==> src/rtl/simple_cpu.sv <==
// Single-cycle 32-bit register-file datapath: manual load port plus one R-type op per clock.
// Registers r0..r7 are exported directly from the register array; OV is a registered overflow flag.
module simple_cpu (
    input  logic        clk,
    input  logic        reset,
    input  logic        WR,
    input  logic        LO,
    input  logic [2:0]  RSM,
    input  logic [31:0] ManIn,
    input  logic [31:0] INS,
    output logic        OV,
    output logic [31:0] reg1,
    output logic [31:0] reg2,
    output logic [31:0] reg3,
    output logic [31:0] reg4,
    output logic [31:0] reg5,
    output logic [31:0] reg6,
    output logic [31:0] reg7,
    output logic [31:0] reg8
);

    localparam int unsigned DATA_W = 32;
    localparam int unsigned NUM_REGS = 32;
    localparam int unsigned ADDR_W = 5;
    localparam int unsigned OP_W = 6;

    localparam logic [OP_W-1:0] OP_NOP = 6'd0;
    localparam logic [OP_W-1:0] OP_AND = 6'd1;
    localparam logic [OP_W-1:0] OP_OR  = 6'd2;
    localparam logic [OP_W-1:0] OP_NOR = 6'd3;
    localparam logic [OP_W-1:0] OP_ADD = 6'd4;
    localparam logic [OP_W-1:0] OP_SUB = 6'd5;
    localparam logic [OP_W-1:0] OP_XOR = 6'd6;
    localparam logic [OP_W-1:0] OP_SLL = 6'd7;
    localparam logic [OP_W-1:0] OP_SRL = 6'd8;
    localparam logic [OP_W-1:0] OP_SLT = 6'd9;

    logic [DATA_W-1:0] regs_q [NUM_REGS];
    logic [DATA_W-1:0] regs_d [NUM_REGS];
    logic              ov_q;
    logic              ov_d;

    logic [OP_W-1:0]   op;
    logic [ADDR_W-1:0] rs;
    logic [ADDR_W-1:0] rt;
    logic [ADDR_W-1:0] rd;
    logic [ADDR_W-1:0] sh;
    logic [DATA_W-1:0] rs_val;
    logic [DATA_W-1:0] rt_val;
    logic [DATA_W-1:0] sum;
    logic [DATA_W-1:0] diff;
    logic [DATA_W-1:0] alu_res;
    logic              alu_wr;
    logic              alu_ov;
    logic              unused_funct_c;

    assign op  = INS[31:26];
    assign rs  = INS[25:21];
    assign rt  = INS[20:16];
    assign rd  = INS[15:11];
    assign sh  = INS[10:6];
    assign unused_funct_c = ^INS[5:0];

    assign rs_val = regs_q[rs];
    assign rt_val = regs_q[rt];
    assign sum    = rs_val + rt_val;
    assign diff   = rs_val - rt_val;

    // Instruction decode and execute; overflow derived from operand/result sign bits.
    always_comb begin
        alu_res = '0;
        alu_wr  = 1'b1;
        alu_ov  = 1'b0;
        case (op)
            OP_AND: alu_res = rs_val & rt_val;
            OP_OR:  alu_res = rs_val | rt_val;
            OP_NOR: alu_res = ~(rs_val | rt_val);
            OP_ADD: begin
                alu_res = sum;
                alu_ov  = (rs_val[DATA_W-1] == rt_val[DATA_W-1]) &&
                          (sum[DATA_W-1] != rs_val[DATA_W-1]);
            end
            OP_SUB: begin
                alu_res = diff;
                alu_ov  = (rs_val[DATA_W-1] != rt_val[DATA_W-1]) &&
                          (diff[DATA_W-1] != rs_val[DATA_W-1]);
            end
            OP_XOR: alu_res = rs_val ^ rt_val;
            OP_SLL: alu_res = rt_val << sh;
            OP_SRL: alu_res = rt_val >> sh;
            OP_SLT: alu_res = DATA_W'($signed(rs_val) < $signed(rt_val));
            OP_NOP: alu_wr  = 1'b0;
            default: alu_wr = 1'b0;
        endcase
    end

    // Next-state for register file and flag.
    always_comb begin
        regs_d = regs_q;
        ov_d   = ov_q;
        if (WR) begin
            if (!LO) begin
                regs_d[ADDR_W'(RSM)] = ManIn;
            end else begin
                ov_d = alu_ov;
                if (alu_wr) begin
                    regs_d[rd] = alu_res;
                end
            end
        end
    end

    always_ff @(posedge clk) begin
        if (reset) begin
            for (int i = 0; i < NUM_REGS; i++) begin
                regs_q[i] <= '0;
            end
            ov_q <= 1'b0;
        end else begin
            regs_q <= regs_d;
            ov_q   <= ov_d;
        end
    end

    assign OV   = ov_q;
    assign reg1 = regs_q[0];
    assign reg2 = regs_q[1];
    assign reg3 = regs_q[2];
    assign reg4 = regs_q[3];
    assign reg5 = regs_q[4];
    assign reg6 = regs_q[5];
    assign reg7 = regs_q[6];
    assign reg8 = regs_q[7];

endmodule

==> config.mk <==
export PLATFORM = sky130hd
export DESIGN_NAME = simple_cpu
export DESIGN_NICKNAME = d
export VERILOG_FILES = /design/src/rtl/simple_cpu.sv
export SDC_FILE = /design/constraint.sdc
export NUM_CORES = 2
export LEC_CHECK = 0
export ABC_AREA = 1
export CORE_MARGIN = 3
export CORE_UTILIZATION = 30
export CTS_CLUSTER_SIZE = 40
export DETAILED_ROUTE_END_ITERATION = 12
export PLACE_DENSITY = 0.5
export SLEW_MARGIN = 0
export SYNTH_ARGS = -nofsm -noshare
export SYNTH_HDL_FRONTEND = slang
export SYNTH_SLANG_ARGS = --single-unit
==> constraint.sdc <==
create_clock -name clk -period 5.8 [get_ports clk]
set_input_delay 1.74 -clock clk [delete_from_list [all_inputs] [get_ports clk]]
set_output_delay 1.74 -clock clk [all_outputs]
set_load 0.03 [all_outputs]
==> results.tsv <==
stage	metric	value	unit
outcome	status	complete, no violations	
yosys	synth_compound_area_frac	0.273	
die	pin_count	328	
drt	drt-pass1-iter-count	12	
sta	relSlewSlack	0.136	
cts	htreeDepth	4	
drt	drcViolationCount	0	
place	dp_hpwl	265	mm
yosys	synthCells	11100	
yosys	synth_fa_ha_area_frac	0.0186	
yosys	syn_area	69400	µm²
sta	post-route-period-util	0.998	
worst_hold_path	min_delay_worst_endpoint	regs_q[386]	
critical_path	worstRegToRegCells	24	
critical_path	worstSetupEndpointType	register	
finish	mostFrequentLayoutCells	nand2_1 (1824), o21ai_0 (1582), nand3_1 (1333)	
global_route	grt_pass1_vias	76900	
critical_path	r2r_slack	1.06	ns
cts	cts_root_buf	clkbuf_16	
yosys	synth_top_family_by_area	compound AO/OA/AOI/OAI gates	
job	cap_violations	0	
yosys	yosysSeqAreaShare	0.296	
drt	wl	387	mm
worst_hold_path	min_path_type	register to register	
die	start_util	0.303	
yosys	synth-seq-cells	1025	
finish	layout_commonest_cell	nand2_1	
yosys	synth_area_leader_cell	dfxtp_1	
yosys	synth_flop_cell	dfxtp_1	
finish	final_cell_area	85900	µm²
yosys	postSynthNetCount	11300	
drt	viasPerCell	5.76	
critical_path	cp_max_fo	24	
sta	fin_worst_skew	0.0556	ns
yosys	synth_mux_area_frac	0	
global_route	grt_max_degree	126	
yosys	netlist-cell-type-count	61	
yosys	synth_top_area_share	0.296	
sta	max_freq	173	MHz
worst_hold_path	hp-start	regs_q[386]	
die	die_area	237000	µm²
cts	cts.sinks	1025	
sta	setup_tns	0	ns
sta	setup_viol	0	
yosys	synth_xor_area_frac	0.000505	
sta	rsz0062_at_grt	yes	
yosys	avgSynthCellArea	6.26	µm²
drt	drtAntennaViolNets	0	
pwr	ir_drop	0.225	mV
finish	fin_nets	11600	
yosys	synth_area_leaders	dfxtp_1 (30%), o21ai_0 (12%), nand2_1 (9.9%)	
drt	drt-initial-drc-count	11600	
drt	avgRoutedWirePerCell	26.6	µm
die	design.core.area	229000	µm²
finish	drive_above_1_share	0.138	
die	die_w	487	µm
critical_path	reg2reg_to	regs_q[280]	
cts	ctsLongestPathBuffers	3	
global_route	gr-total-overflow	0	
critical_path	critPathSlowestCell	ha_1	
sta	hold_viol_final	0	
critical_path	path_common_cell	buf_4	
critical_path	rr_startpoint	reg3[11]	
sta	tightest_slew	1.29	ns
place	gp_congestion	0.965	
yosys	async_flop_share	0	
die	rows	175	
pwr	p_leak	36.3	nW
sta	drv_slew	0	
global_route	antenna_found_initial	12	
die	die_height	487	µm
critical_path	critPathArrivalTime	6.43	ns
place	placed_cell_area	80900	µm²
critical_path	crit_type	primary input to register	
finish	area_growth	23.8	%
global_route	grt_usage	0.310	
pwr	power-per-cell-area	240	nW/µm²
global_route	grt_pass1_wl	546	mm
yosys	synth_simple_gate_area_share	0.272	
cts	insertion_delay	0.81	ns
cts	clk_pin_slew	0.06	ns
critical_path	crit_required	6.44	ns
place	io_buffers	321	
yosys	ys_warn_count	0	
drt	dr_total_vias	83700	
critical_path	cp-start-kind	primary input	
sta	min_period	5.79	ns
critical_path	slowest_delay	0.31	ns
cts	cts_tree	done	
yosys	synth_edf_count	0	
worst_hold_path	min_path_cells	2	
cts	cts_buffers	130	
-- synth_stat cells, types with 17 or more instances --
library cell / instances
buf_4: 315
a221oi_1: 17
o22ai_1: 33
buf_1: 67
a211oi_1: 46
buf_2: 177
dfxtp_1: 1025
a21oi_2: 31
a211oi_2: 21
inv_1: 844
clkbuf_1: 621
o21ai_0: 1606
nor3_1: 36
nand3_2: 41
nand3_1: 1347
o221ai_1: 95
nor2_1: 1093
a21oi_1: 1078
buf_6: 52
o211ai_1: 92
ha_1: 100
o21ai_1: 110
nand2_1: 1833
o21bai_1: 251
nand4_1: 39
-- registers in the layout, summed over array words and instances (netlist names) --
register and cells:
reg8 32, reg7 32, regs_q 768, reg5 32
reg3 32, reg6 32, reg1 32, reg2 32
OV 1, reg4 32
-- worst max path at each step --
stage / startpoint / to / slack, ns / cells after the start
detailed placement: INS[21] / regs_q[300] / -1.17 / 29
CTS: INS[21] / regs_q[538] / 0.0003 / 30
finish: INS[21] / regs_q[121] / 0.01 / 31
floorplan: INS[21] / regs_q[635] / 0.0002 / 28
global route: INS[21] / reg2[31] / -0.16 / 31
global placement: INS[21] / regs_q[352] / -1.16 / 30
-- critical path: cells and delay by family --
kind                     cells  cell delay, ns
AO/OA/AOI/OAI                7            0.99
buffers and inverters       15            2.18
adder cells (fa/ha/maj)      1            0.31
AND/OR/NAND/NOR              8            1.05
-- final cells by class --
| type | instances | area [µm²] |
|---|---|---|
| fillers | 24300 | 143000 |
| multi-input cells | 7955 | 39800 |
| flip-flops and latches | 1025 | 20500 |
| repair buffers | 1424 | 14100 |
| clock buffers | 192 | 3910 |
| well taps | 3009 | 3760 |
| inverters | 866 | 3340 |
| clock inverters | 43 | 472 |
| diodes | 9 | 22.5 |
-- through the flow --
step	hold slack (ns)	total power, mW	worst slack, ns	std cells	util
4_1_cts	0.473	20.5	0.000283	14500	0.373
2_1_floorplan	0.442	9.52	0.000235	11100	-
6_report	0.475	20.6	0.0103	14500	0.376
5_1_grt	0.496	21.2	-0.160	14500	0.376
3_3_place_gp	0.456	12.0	-1.16	14300	0.354
3_5_place_dp	0.462	12.0	-1.17	14300	0.354
-- repair_timing --
item | 4_1_cts | 5_1_grt
buffers inserted | 1 | 6
hold buffers | 0 | 0
resized for setup | 19 | 113
pin swaps | 0 | 7
cloned | 1 | 3
setup endpoints to repair | 517 | 778
-- logic make-up after synthesis --
group                      count (synthesis)
AOI/OAI and AO/OA                       3425
xor gates and xnor gates                   4
adders and majority gates                102
and+or+nand+nor                         4424
DFF                                     1025
buffers and inverters                   2100
-- metal layers --
metal,global-route usage,wire [µm]
met5,0,0
met2,0.465,162000
met4,0.174,24400
met1,0.411,157000
met3,0.0667,43100
-- power breakdown --
part | switching (mW) | internal [mW]
clock network | 3.54 | 4.96
logic | 3.10 | 1.80
registers | 0.0822 | 7.10
No activity file was read; power rests on OpenSTA's default activity.
